===== src/rtl/wb_arbiter.sv =====
// wb_arbiter: round-robin write-back arbiter for a bank of four ls_reg
// registers sharing one write port.
//
// Ports:
//   i_clk      system clock, rising edge
//   i_clr      synchronous active-high reset (also clears the whole bank)
//   i_req      per-requester write request, held until granted
//   i_addr     per-requester target register, requester i uses [2i+1:2i]
//   i_data     per-requester write data, requester i uses [N*i +: N]
//   i_clr_all  bank-wide clear command
//   o_gnt      one-hot grant pulse to the winning requester
//   o_ld       one-hot load enable, bit j drives c of register j
//   o_rclr_n   active-low clear, bit j drives clr of register j
//   o_wdata    shared write bus to all registers
module wb_arbiter #(
  parameter int N = 4
) (
  input  logic           i_clk,
  input  logic           i_clr,
  input  logic [3:0]     i_req,
  input  logic [7:0]     i_addr,
  input  logic [4*N-1:0] i_data,
  input  logic           i_clr_all,
  output logic [3:0]     o_gnt,
  output logic [3:0]     o_ld,
  output logic [3:0]     o_rclr_n,
  output logic [N-1:0]   o_wdata
);

  logic [1:0]   r_ptr;
  logic [3:0]   r_gnt;
  logic [3:0]   r_ld;
  logic [3:0]   r_rclr_n;
  logic [N-1:0] r_wdata;

  logic [3:0]   w_elig;
  logic         w_found;
  logic [1:0]   w_win;
  logic [1:0]   w_idx;
  logic [1:0]   w_waddr;
  logic [N-1:0] w_wdat;

  // Last cycle's grantee is masked so it cannot be granted again while
  // it is still dropping its request.
  always_comb begin
    w_elig  = i_req & ~r_gnt;
    w_found = 1'b0;
    w_win   = 2'd0;
    w_idx   = 2'd0;
    for (int k = 0; k < 4; k++) begin
      w_idx = r_ptr + 2'(k);
      if (!w_found && w_elig[w_idx]) begin
        w_found = 1'b1;
        w_win   = w_idx;
      end
    end
  end

  always_comb begin
    w_waddr = 2'd0;
    w_wdat  = '0;
    for (int k = 0; k < 4; k++) begin
      if (w_win == 2'(k)) begin
        w_waddr = i_addr[2*k +: 2];
        w_wdat  = i_data[N*k +: N];
      end
    end
  end

  always_ff @(posedge i_clk) begin
    if (i_clr) begin
      r_gnt    <= 4'b0000;
      r_ld     <= 4'b0000;
      r_wdata  <= '0;
      r_ptr    <= 2'd0;
      r_rclr_n <= 4'b0000;
    end else if (i_clr_all) begin
      // Pointer and bus hold; pending requests arbitrate once the command drops.
      r_gnt    <= 4'b0000;
      r_ld     <= 4'b0000;
      r_rclr_n <= 4'b0000;
    end else begin
      r_rclr_n <= 4'b1111;
      if (w_found) begin
        r_gnt   <= 4'b0001 << w_win;
        r_ld    <= 4'b0001 << w_waddr;
        r_wdata <= w_wdat;
        r_ptr   <= w_win + 2'd1;
      end else begin
        r_gnt <= 4'b0000;
        r_ld  <= 4'b0000;
      end
    end
  end

  assign o_gnt    = r_gnt;
  assign o_ld     = r_ld;
  assign o_rclr_n = r_rclr_n;
  assign o_wdata  = r_wdata;

endmodule


===== config.mk =====
export PLATFORM = sky130hd
export DESIGN_NAME = wb_arbiter
export DESIGN_NICKNAME = d
export VERILOG_FILES = /design/src/rtl/wb_arbiter.sv
export SDC_FILE = /design/constraint.sdc
export NUM_CORES = 1
export LEC_CHECK = 0
export BUFFER_PORTS_ARGS = -buffer_cell sky130_fd_sc_hd__buf_2
export CAP_MARGIN = 20
export CORE_UTILIZATION = 47
export CTS_CLUSTER_DIAMETER = 80
export CTS_CLUSTER_SIZE = 20
export DETAILED_ROUTE_END_ITERATION = 16
export PLACE_DENSITY = 0.87
export SLEW_MARGIN = 15
export SYNTH_ARGS = -nofsm -noshare
export SYNTH_HDL_FRONTEND = slang
export SYNTH_SLANG_ARGS = --single-unit

===== constraint.sdc =====
create_clock -name i_clk -period 3.5 [get_ports i_clk]
set_input_delay 0.175 -clock i_clk [delete_from_list [all_inputs] [get_ports i_clk]]
set_output_delay 0.175 -clock i_clk [all_outputs]
set_load 0.05 [all_outputs]

**Word level (Yosys, flattened, before mapping)**

Index checks and enable logic that the tools add are counted.

- $add $sub $neg: 4
- Order comparisons: 4
- Eq/ne operators: 3
- Shift operators: 2
- Multiplexer cells: 25
- Bitwise operators: 4
- Reduce and logical (&&, ||, !) cells: 9

Operators by type and width:

| operator | count |
|---|---|
| $mux W4 | 5 |
| $mux W2 | 8 |
| $lt A2 B3 Y1 const B | 4 |
| $bmux W1 S2 | 4 |
| $mux W1 | 8 |
| $shl A1 B2 Y4 const A | 2 |
| $add A2 B1 Y2 const B | 2 |
| $add A2 B2 Y2 const B | 2 |
| $and A4 B4 Y4 | 1 |
| $eq A2 B2 Y1 const B | 2 |
| $not A4 Y4 | 1 |
| $logic_and A1 B1 Y1 | 3 |
| $logic_not A1 Y1 | 3 |
| $reduce_or A3 Y1 | 1 |
| $eq A2 B1 Y1 const B | 1 |
| $logic_not A2 Y1 | 1 |
| $not A1 Y1 | 2 |
| $reduce_and A2 Y1 | 1 |

- Bits in registers: 18
- Logic and storage cells: 56

**Depth between registers and ports, before layout**

Gate-level depths: netlist of run 1.

- Depth in word-level cells: 20
- Gate-level depth with buffers: 11

**Worst setup path before layout of run 1**

Ideal clock, no wire load.

- Kind: register to register
- Start: register r_gnt[0], in the netlist o_gnt[0]
- End: register r_ld[0], in the netlist o_ld[0]
- Data arrival time: 2.216 ns
- Required time: 3.385 ns
- Setup slack: 1.168 ns
- Stages on the path, launching flop included: 11
- Path buffers: 2
- Period minus slack after synthesis: 2.332 ns
- Cells stage by stage: dfxtp_1 -> and2b_4 -> a22oi_1 -> and3_1 -> buf_2 -> inv_1 -> ha_1 -> buf_2 -> a21oi_1 -> a22oi_1 -> and3_1

- Word-level cells in the longest chain between the ends: 20
- Elaborated cells between the ends (all ways): 35
- Classes of those cells: eq/ne: 3; shift: 1; mux: 20; bitwise: 3; reduce/logical: 8

RTL lines:

| what | line | text |
|---|---|---|
| start: declaration | 31 | `logic [3:0] r_gnt;` |
| start signal: assignment | 85 | `r_gnt <= 4'b0001 << w_win;` |
| $not A4 Y4 * | 46 | `w_elig = i_req & ~r_gnt;` |
| $and A4 B4 Y4 * | 46 |  |
| $bmux W1 S2 | 52 | `if (!w_found && w_elig[w_idx]) begin` |
| $mux W1 (not written as such) | 52 |  |
| $mux W1 | 52 |  |
| $logic_not A1 Y1 | 52 |  |
| $logic_and A1 B1 Y1 | 52 |  |
| $mux W1 | 52 |  |
| [... 3 more ...] | n/a |  |
| $logic_not A1 Y1 | 52 |  |
| $logic_and A1 B1 Y1 | 52 |  |
| $mux W2 * | 52 |  |
| named net w_win[0] | 38 | `logic [1:0] w_win;` |
| $logic_not A2 Y1 | 63 | `if (w_win == 2'(k)) begin` |
| $mux W2 (3 in a row) | 63 |  |
| $mux W2 * | 63 |  |
| $shl A1 B2 Y4 * | 86 | `r_ld <= 4'b0001 << w_waddr;` |
| end signal: assignment | 86 |  |
| end: declaration | 32 | `logic [3:0] r_ld;` |

Mark *: on every way through the listed nets, which the timed path passes. The rest lies on a longest branch. The select of a mux whose other input is x is not followed.
A chain may end at the register's enable or synchronous reset.

**Worst setup path in the final report of run 1**

- Start: register r_gnt[3], in the netlist o_gnt[3]
- End: register r_ld[2], in the netlist o_ld[2]

- Word-level cells in the longest chain between the ends: 20
- Elaborated cells between the ends (all ways): 35
- Classes of those cells: eq/ne: 3; shift: 1; mux: 20; bitwise: 3; reduce/logical: 8

RTL lines:

| what | line |
|---|---|
| $not A4 Y4 * | 46 |
| $and A4 B4 Y4 * | 46 |
| $bmux W1 S2 | 52 |
| $mux W1 (not written as such) | 52 |
| $mux W1 | 52 |
| $logic_not A1 Y1 | 52 |
| $logic_and A1 B1 Y1 | 52 |
| $mux W1 | 52 |
| $logic_not A1 Y1 | 52 |
| $logic_and A1 B1 Y1 | 52 |
| $mux W1 | 52 |
| $logic_not A1 Y1 | 52 |
| $logic_and A1 B1 Y1 | 52 |
| $mux W2 | 52 |
| $logic_not A2 Y1 | 63 |
| $mux W2 (4 in a row) | 63 |
| $shl A1 B2 Y4 | 86 |

Every way passes the cells marked *; elsewhere a longest branch is shown, timed or not. The select of a mux whose other input is x is not followed.

==> qor.yml, run 1 <==
grt_pass1_vias: 751
grt_setup_unrepaired: "false"
rows: 15
cellLeakagePower_nw: 0.583
post_drt_wl_per_cell_um: 12.1
synth_top_cell_area_share_pct: 33.8
portBuffers: 46
gp_congestion: 0.752
drv_slew: 0
synth_warnings: 0
power_frac_seq_pct: 37.0
synthCells: 107
final_util_pct: 64.5
clk_pin_slew_ns: 0.09
ys_seq_area_share_pct: 33.8
synthTopCellsByCount: "dfxtp_1 (15), a21oi_1 (13), nor2_1 (10)"
cts.root.buffer_cell: "clkbuf_4"
finalHoldViolCount: 0
start_util_pct: 51.0
p_switching_w: 0.000225
clk_latency_ns: 0.28
synth_nets: 142
peakVddDrop_v: 0.000226
ys_ff_latch: 15
crit_fanout: 12
min_path_type: "input port to register"
swShare_pct: 41.7
die_h_um: 45.5
totalWireLength_um: 2110
gr-total-overflow: 0
synth-async-reset-ratio_pct: 0
yosysTopAreaCell: "dfxtp_1"
cp.arrival_ns: 2.65
first_iter_violations: 26
cp-start-kind: "register"
synth_area_leaders: "dfxtp_1 (34%), a21oi_1 (7.3%), a22oi_1 (5.9%)"
p_per_area_nw_per_um2: 480
dieWidth_um: 45.5
antenna_found_initial: 0
numCtsBuffers: 3
p_comb_share_pct: 45.0
ys_types: 31
whs_ns: 0.106
grt_first_pass_wirelength_um: 3230
crit_required_ns: 3.69
syn_area_um2: 890
stdcell_count: 174
coreArea_um2: 1750
end_kind: "register"
vias_per_cell: 5.18
via_count: 902
p_clk_share_pct: 18.0
max_freq_mhz: 406
min_period_ns: 2.46
grtUsageTotal_pct: 21.6
hold_depth: 2
clock-sinks: 15
intPower_w: 0.000316
worst_slew_pin_slew_ns: 0.465
setup_viol: 0
drive_above_1_share_pct: 38.3
crit_slowest_cell: "dfxtp_1"
dr.pass1.iters: 4
min_period_over_period_pct: 70.4
htreeDepth: 1
place_hpwl_um: 1590
slew_headroom_pct: 68.7
ant_nets: 0
final_nets: 185
area_growth_pct: 26.6
rr_worst_depth: 9
drv_cap: 0
syn_avg_cell_area_um2: 8.31
synth_ff_type: "dfxtp_1"
post_cts_resized: 0
tns_ns: 0
hold_buffers: 0
grt_max_degree: 13
drc: 0
cts.path.max_buffers: 2
post_cts_buffers: 0
io_pins: 47
cts_tree: "done"
synthMostInstantiatedCell: "dfxtp_1"
synth_edf_count: 0
path_class: "register to register"
n_antenna_cell: 0
cp_cell_sequence: "or2b_1 -> o21bai_1 -> and3_1 -> inv_1 -> ha_1 -> a21oi_1 -> o21ai_0 -> a22oi_1 -> nor3b_1"
status: "complete, no violations"
skew_ns: 0.000537
slowest_delay_ns: 0.35
dpl.cell_count: 170
die-area_um2: 2070
## routing by layer
metal	global-route usage, %	up-vias	wire length [µm]
met5	0	-	0
met1	27.0	398	953
li1	-	462	-
met4	9.09	0	25
met2	37.1	38	1030
met3	2.38	4	105
## flip-flops by register name, summed over array words and instances (netlist names)
register,cells
o_ld,4
o_gnt,4
r_ptr,2
o_wdata,4
o_rclr_n,1
## power by group through the flow
stage          combinational [W]   clock, W  sequential (W)
3_3_place_gp            0.000232          0        0.000203
5_1_grt                 0.000267   0.000105        0.000202
2_1_floorplan           0.000139          0        0.000252
3_5_place_dp            0.000238          0        0.000204
4_1_cts                 0.000242  0.0000989        0.000200
6_report                0.000244  0.0000972        0.000200
## cell usage in the layout (no fill, tap or decap), drive strengths merged
cell	instances
o22ai	1
nor3b	3
or2b	1
o41ai	1
a21boi	1
a22oi	7
nor2b	4
and3	4
nor2	10
and2b	1
clkbuf	3
a21oi	13
clkinv	1
a31o	1
a211oi	5
ha	4
mux2i	1
nand3	1
nand2b	1
dfxtp	15
o21bai	1
buf	46
o21ai	6
nor3	1
inv	9
o41a	2
nand2	6
## through the flow
| step | total power, W | cell area [µm²] | worst slack, ns |
|---|---|---|---|
| finish | 0.000541 | 1130 | 1.04 |
| global route | 0.000574 | 1130 | 0.766 |
| CTS | 0.000541 | 1130 | 1.06 |
| detailed placement | 0.000442 | 1100 | 1.14 |
| global placement | 0.000435 | 1100 | 1.27 |
| floorplan | 0.000391 | 890 | 1.17 |
## critical path: cells and delay by family, from the launching register on
kind | cells | cell delay [ns]
AO/OA/AOI/OAI | 4 | 0.74
adder cells (fa/ha/maj) | 1 | 0.34
buffers and inverters | 1 | 0.09
flip-flops | 1 | 0.35
AND/OR/NAND/NOR | 3 | 0.85
## area by class of cell
class	instances	area, µm²
timing repair buffer	46	230
inverter	9	33.8
clock inverter	1	5.00
fill	161	619
clock buffer	3	22.5
sequential	15	300
tap	25	31.3
multi-input combinational	75	503
## path summary, 6_finish.rpt
check	from	endpoint	slack, ns
max	o_gnt[3]	o_ld[2]	1.04
min	i_clr_all	o_rclr_n[2]	0.11
min reg2reg	o_wdata[3]	o_wdata[3]	0.50
max reg2reg	o_gnt[3]	o_ld[2]	1.04
## kinds of logic (layout without fill, tap and decap cells)
kind of cell,count (synthesis),count (layout),share of synthesized area (%)
buffers and inverters,17,59,9.70
DFF,15,15,33.8
AOI/OAI and AO/OA,38,38,29.1
adders and majority gates,4,4,5.63
muxes,1,1,1.13
and+or+nand+nor,32,32,20.7
(Power assumes the default switching activity.)
==> inputs of run 2 (changes only) <==
- ABC_AREA: default -> 1
- CORE_UTILIZATION: 47 -> 48
- PLACE_DENSITY: 0.87 -> 0.83
- clock period: 3.5 -> 2.3 ns (I/O delays scaled with it)
==> run 2 against run 1 <==
The run now ends with setup timing left. Flip-flop and latch count unchanged. Final cell count increased by 50%. Utilization increased by 14 points. First-iteration DRC count increased by 23%. Total power increased to 5.9 times the previous value. Worst setup slack got worse by 1.1 ns. Combinational power increased to 11 times the previous value. Clock power increased by 58%. Worst hold slack got worse by 0.029 ns. Die area increased by 27%. Area after synthesis increased by 31%. Routed wire length increased by 52%. Critical path type unchanged.
==> qor.yml, run 2 <==
dieWidth_um: 51.3  # +13%
setup_viol: 1  # +1
gp_congestion: 1.01  # +34%
status: "complete, but fails checks"
mostFrequentLayoutCell: "buf_2"
clk_latency_ns: 0.29  # about the same
skew_ns: 0.00670  # +0.00616 ns
drv_slew: 0  # unchanged
die_h_um: 51.3  # +13%
first_iter_violations: 32  # +23%
min_period_ns: 2.33  # -0.128 ns
min_path_type: "input port to register"
grt_setup_unrepaired: "true"
synth_warnings: 0  # unchanged
yosysTopAreaCell: "dfxtp_1"
grt_pass1_vias: 1164  # +55%
max_freq_mhz: 428  # +5.5%
synthTopCellsByCount: "nand2_1 (42), nor2_1 (21), dfxtp_1 (15), inv_1 (15), nand3_1 (13)"
synth_ff_type: "dfxtp_1"
clock-sinks: 15  # unchanged
cts.root.buffer_cell: "clkbuf_4"
wl_met3_um: 146  # +39%
worst_slew_pin_slew_ns: 0.255  # -0.210 ns
finalPower_w: 0.00321  # +490%
p_per_area_nw_per_um2: 1820  # +280%
dr.pass1.iters: 4  # unchanged
synthMostInstantiatedCell: "nand2_1"
synth_edf_count: 0  # unchanged
ys_types: 26  # -16%
area_growth_pct: 51.1
synth-async-reset-ratio_pct: 0  # unchanged
crit_required_ns: 2.49  # -1.20 ns
gr-total-overflow: 0  # unchanged
synthCells: 171  # +60%
finalHoldViolCount: 0  # unchanged
min_period_over_period_pct: 101  # +31 points
grt_first_pass_wirelength_um: 4570  # +42%
post_drt_wl_per_cell_um: 12.3  # +1.4%
dpl.cell_count: 246  # +45%
cellLeakagePower_nw: 0.921  # +58%
io_pins: 47  # unchanged
synth_area_leaders: "dfxtp_1 (26%), nand2_1 (14%), nand3_2 (8.6%)"
slew_headroom_pct: 83.1  # +14 points
cts_tree: "done"
synth_top_cell_area_share_pct: 25.8  # -8.0 points
top_layer_used: "met4"
via_count: 1306  # +45%
antenna_found_initial: 0  # unchanged
synth_nets: 206  # +45%
syn_avg_cell_area_um2: 6.81  # -18%
ys_ff_latch: 15  # unchanged
end_kind: "register"
drc: 0  # unchanged
m1WireLength_um: 1290  # +35%
coreArea_um2: 2250  # +29%
violations: "setup timing"
final_util_pct: 78.1  # +14 points
n_antenna_cell: 0  # unchanged
start_util_pct: 51.7  # +0.70 points
clk_pin_slew_ns: 0.09  # about the same
totalWireLength_um: 3210  # +52%
syn_area_um2: 1160  # +31%
final_nets: 269  # +45%
dp_slack_ns: -0.126  # -1.27 ns
ant_nets: 0  # unchanged
peakVddDrop_v: 0.00143  # +530%
drv_cap: 0  # unchanged
grtUsageTotal_pct: 22.9  # +1.3 points
cts.path.max_buffers: 2  # unchanged
die-area_um2: 2630  # +27%
cp-start-kind: "register"
portBuffers: 46  # unchanged
crit_fanout: 8  # -4
vias_per_cell: 5.00  # -3.5%
most-common-layout-cells: "buf_2 (46), nand2_1 (35), nor2_1 (21), buf_4 (15), nand2_2 (12)"
rows: 17  # +2
dr_wl_met2_um: 1690  # +65%
stdcell_count: 261  # +50%
numCtsBuffers: 3  # unchanged
cp.arrival_ns: 2.52  # -0.13 ns
ys_seq_area_share_pct: 25.8  # -8.0 points
drive_above_1_share_pct: 53.2  # +15 points
htreeDepth: 1  # unchanged
tns_ns: -0.0343  # -0.0343 ns
path_class: "register to register"
place_hpwl_um: 2170  # +36%
grt_max_degree: 11  # -2
setup_slack_ns: -0.0343  # -1.07 ns
[run 2: changes by cell type after synthesis, sizes merged, moves of 3 or more]
| cell | previous run | this run |
|---|---|---|
| a211oi | 5 | 0 |
| nor2b | 4 | 0 |
| nand4 | 0 | 4 |
| nand2 | 6 | 55 |
| and3 | 4 | 0 |
| a22oi | 7 | 0 |
| inv | 9 | 18 |
| nand3 | 1 | 23 |
| a21oi | 13 | 7 |
| o21ai | 6 | 10 |
| nor2 | 10 | 24 |
| nor3b | 3 | 0 |
[run 2: layout make-up]
cell class,count,area [µm²]
Clock inverter,1,5.00
Sequential cell,15,320
Fill cell,168,494
Tap cell,28,35.0
Clock buffer,3,22.5
Timing Repair Buffer,64,398
Multi-Input combinational cell,131,891
Inverter,19,88.8
[run 2: report_power, final]
part           total, W  leakage, nW  internal [W]  switching, W
combinational   0.00262        0.777       0.00103       0.00159
clock          0.000154       0.0177     0.0000646     0.0000895
sequential     0.000436        0.127      0.000366     0.0000698
[run 2: worst paths after layout]
kind                    from     endpoint  slack [ns]  depth (start not counted)
hold reg to reg   o_wdata[1]   o_wdata[1]        0.50                          2
hold / removal         i_clr  o_rclr_n[2]        0.08                          2
setup reg to reg    r_ptr[0]   o_wdata[1]       -0.03                         19
setup / recovery    r_ptr[0]   o_wdata[1]       -0.03                         19
[run 2: layer usage]
| layer | GRT usage [%] | vias to the layer above |
|---|---|---|
| met2 | 42.5 | 46 |
| met3 | 2.38 | 10 |
| li1 | - | 676 |
| met5 | 0 | - |
| met1 | 26.7 | 574 |
| met4 | 8.11 | 0 |
[run 2: repair_timing]
item / CTS / global route
endpoints found under the setup margin: 8 / 8
hold endpoints to repair: 1 / 0
hold buffers: 1 / 0
setup buffers: 0 / 9
resized for setup: 3 / 43
cloned: 0 / 1
pin swaps: 0 / 30
[run 2: critical path: stages, from the launching register on]
cell	delay (ns)
dfxtp_4	0.38
buf_12	0.13
clkinv_8	0.08
nand3_4	0.08
nand3_1	0.13
nand2_2	0.15
inv_1	0.05
nand3_1	0.08
nand3_2	0.11
nand2_4	0.13
inv_4	0.05
ha_4	0.19
a21oi_1	0.15
nand2_1	0.08
o21ai_1	0.08
nand2_1	0.06
o21ai_0	0.09
nand3_1	0.09
nand2_1	0.07
nor2_1	0.04
[run 2: stage by stage]
stage | hold WS (ns) | area [µm²]
floorplan | 0.182 | 1180
global placement | 0.285 | 1460
detailed placement | 0.288 | 1460
CTS | 0.0742 | 1510
global route | 0.0653 | 1760
finish | 0.0764 | 1760
[run 2: kinds of logic (layout without fill, tap and decap cells)]
logic type | count (synthesis) | after routing | share of synthesized area [%]
AND/OR/NAND/NOR | 107 | 107 | 49.6
adder cells (fa/ha/maj) | 4 | 4 | 4.30
flip-flops | 15 | 15 | 25.8
buffers and inverters | 25 | 87 | 11.0
AO/OA/AOI/OAI | 20 | 20 | 9.34
==> inputs of run 3 (changes only) <==
- ABC_AREA: 1 -> default
- CORE_UTILIZATION: 48 -> 44
- PLACE_DENSITY: 0.83 -> 0.82
==> run 3 against run 2 <==
The run now ends clean. Critical path depth down 10. Worst hold slack worse by 0.040 ns. Combinational power down 85%. Routed wire length down 29%. Sequential power down 30%. Total power down 73%. Design area down 34%. Clock power about the same. Die area down 16%. Critical endpoint is now o_ld[2]. Largest cell class unchanged.
==> qor.yml, run 3 (same netlist as run 1, synthesis figures left out) <==
status: "complete, no violations"
drv_cap: 0  # unchanged
finalHoldViolCount: 0  # unchanged
min_period_ns: 2.14  # -0.191 ns
fill_cells: 166  # -1.2%
post_cts_buffers: 0  # unchanged
mostFrequentLayoutCell: "buf_2"
start_util_pct: 49.4  # -2.3 points
critical_path.top_delay_family: "simple AND/OR/NAND/NOR gates"
cp-start-kind: "register"
crit_slowest_cell: "dfxtp_1"
grt_max_degree: 13  # +2
most-common-layout-cells: "buf_2 (46), dfxtp_1 (14), a21oi_1 (13), nor2_1 (10), inv_1 (9)"
slowest_delay_ns: 0.35  # -0.03 ns
path_class: "register to register"
end_kind: "register"
gp_congestion: 0.773  # -23%
grt_first_pass_wirelength_um: 3550  # -22%
min_period_over_period_pct: 93.2  # -8.3 points
worst_slew_pin_slew_ns: 0.541  # +0.287 ns
reg2reg_from: "o_gnt[3]"
grtUsageTotal_pct: 23.2  # +0.37 points
gr-total-overflow: 0  # unchanged
final_nets: 185  # -31%
slew_headroom_pct: 63.5  # -20 points
whs_ns: 0.0360  # -0.0403 ns
via_count: 913  # -30%
dpl.cell_count: 170  # -31%
portBuffers: 46  # unchanged
regToRegSetupSlack_ns: 0.16  # +0.19 ns
max_freq_mhz: 467  # +8.9%
clock-sinks: 15  # unchanged
dieWidth_um: 47.0  # -8.4%
cp.arrival_ns: 2.36  # -0.16 ns
regToRegEndpoint: "o_ld[2]"
htreeDepth: 1  # unchanged
design_area_um2: 1170  # -34%
grt_pass1_vias: 838  # -28%
drive_above_1_share_pct: 45.6  # -7.6 points
p_per_area_nw_per_um2: 737  # -60%
skew_ns: 0.00672  # +0.0000172 ns
post_drt_wl_per_cell_um: 13.1  # +6.6%
die-area_um2: 2210  # -16%
totalWireLength_um: 2280  # -29%
coreArea_um2: 1800  # -20%
rr_worst_depth: 9  # -10
dr.pass1.iters: 4  # unchanged
cellLeakagePower_nw: 0.586  # -36%
clk_latency_ns: 0.29  # about the same
io_pins: 47  # unchanged
vias_per_cell: 5.25  # +4.9%
peakVddDrop_v: 0.000394  # -72%
place_area_um2: 1100  # -25%
drc: 0  # unchanged
stdcell_count: 174  # -33%
place_hpwl_um: 1650  # -24%
clk_pin_slew_ns: 0.10  # about the same
min_path_type: "input port to register"
antenna_found_initial: 0  # unchanged
cts.root.buffer_cell: "clkbuf_4"
first_iter_violations: 33  # +3.1%
rows: 15  # -2
numCtsBuffers: 3  # unchanged
ant_nets: 0  # unchanged
crit_required_ns: 2.52  # +0.03 ns
final_util_pct: 64.9  # -13 points
setup_viol: 0  # -1
hold_depth: 2  # unchanged
cts_tree: "done"
min_to: "o_rclr_n[2]"
tns_ns: 0  # +0.0343 ns
area_growth_pct: 31.5
cts.path.max_buffers: 2  # unchanged
cp_cell_sequence: "or2b_1 -> o21bai_2 -> and3_4 -> inv_1 -> ha_2 -> a21oi_1 -> o21ai_0 -> a22oi_2 -> nor3b_2"
hp-start: "i_clr_all"
crit_fanout: 12  # +4
die_h_um: 47.0  # -8.4%
n_antenna_cell: 0  # unchanged
drv_slew: 0  # unchanged
cp_num_buf_inv: 1  # -3
run 3: cell types whose count changed in the layout (fill, tap and decap cells not counted), moves of 8 or more:
cell	before	now
nand2_2	12	0
nor2_1	21	10
o21ai_1	8	0
nand2_1	35	6
nand3_1	10	1
a21oi_1	5	13
nand3_2	8	0
buf_4	15	0
nand2_4	8	0
run 3: power breakdown:
part           leakage (nW)  switching [W]  internal [W]
Clock                0.0177      0.0000899     0.0000647
Combinational         0.445       0.000259      0.000145
Sequential            0.124      0.0000176      0.000287
Total                 0.586       0.000367      0.000496
run 3: layer usage:
metal | GRT usage (%) | part of all wire (%)
met5 | 0 | 0
met4 | 13.1 | 1.1
met1 | 28.4 | 42
met3 | 6.15 | 6.1
met2 | 36.9 | 51
run 3: area by class of cell:
cell class | count | area (µm²) | share of cell area [%]
repair buffers | 46 | 230 | 19.7
well taps | 25 | 31.3 | 2.67
flip-flops and latches | 15 | 302 | 25.8
multi-input cells | 75 | 546 | 46.6
clock buffers | 3 | 22.5 | 1.93
inverters | 9 | 33.8 | 2.89
clock inverters | 1 | 5.00 | 0.428
run 3: repair_timing:
item | in CTS | in global routing
pin swaps | 0 | 1
gates cloned | 0 | 0
endpoints found under the setup margin | 4 | 7
hold buffers | 0 | 0
gates resized for setup | 4 | 7
run 3: how the worst max path moves through the flow:
stage	slack, ns	cells past startpoint	to	start
4_1_cts	0.09	9	o_ld[2]	o_gnt[3]
3_5_place_dp	-0.09	9	o_ld[2]	o_gnt[3]
6_report	0.16	9	o_ld[2]	o_gnt[3]
3_3_place_gp	0.03	9	o_ld[2]	o_gnt[3]
5_1_grt	-0.03	9	o_ld[2]	o_gnt[3]
2_1_floorplan	0.05	8	o_ld[2]	o_gnt[3]
run 3: stage by stage:
| step | power [W] | worst slack, ns |
|---|---|---|
| 6_report | 0.000863 | 0.157 |
| 5_1_grt | 0.000918 | -0.0327 |
| 4_1_cts | 0.000841 | 0.0943 |
| 3_5_place_dp | 0.000678 | -0.0868 |
| 3_3_place_gp | 0.000664 | 0.0304 |
| 2_1_floorplan | 0.000595 | 0.0458 |
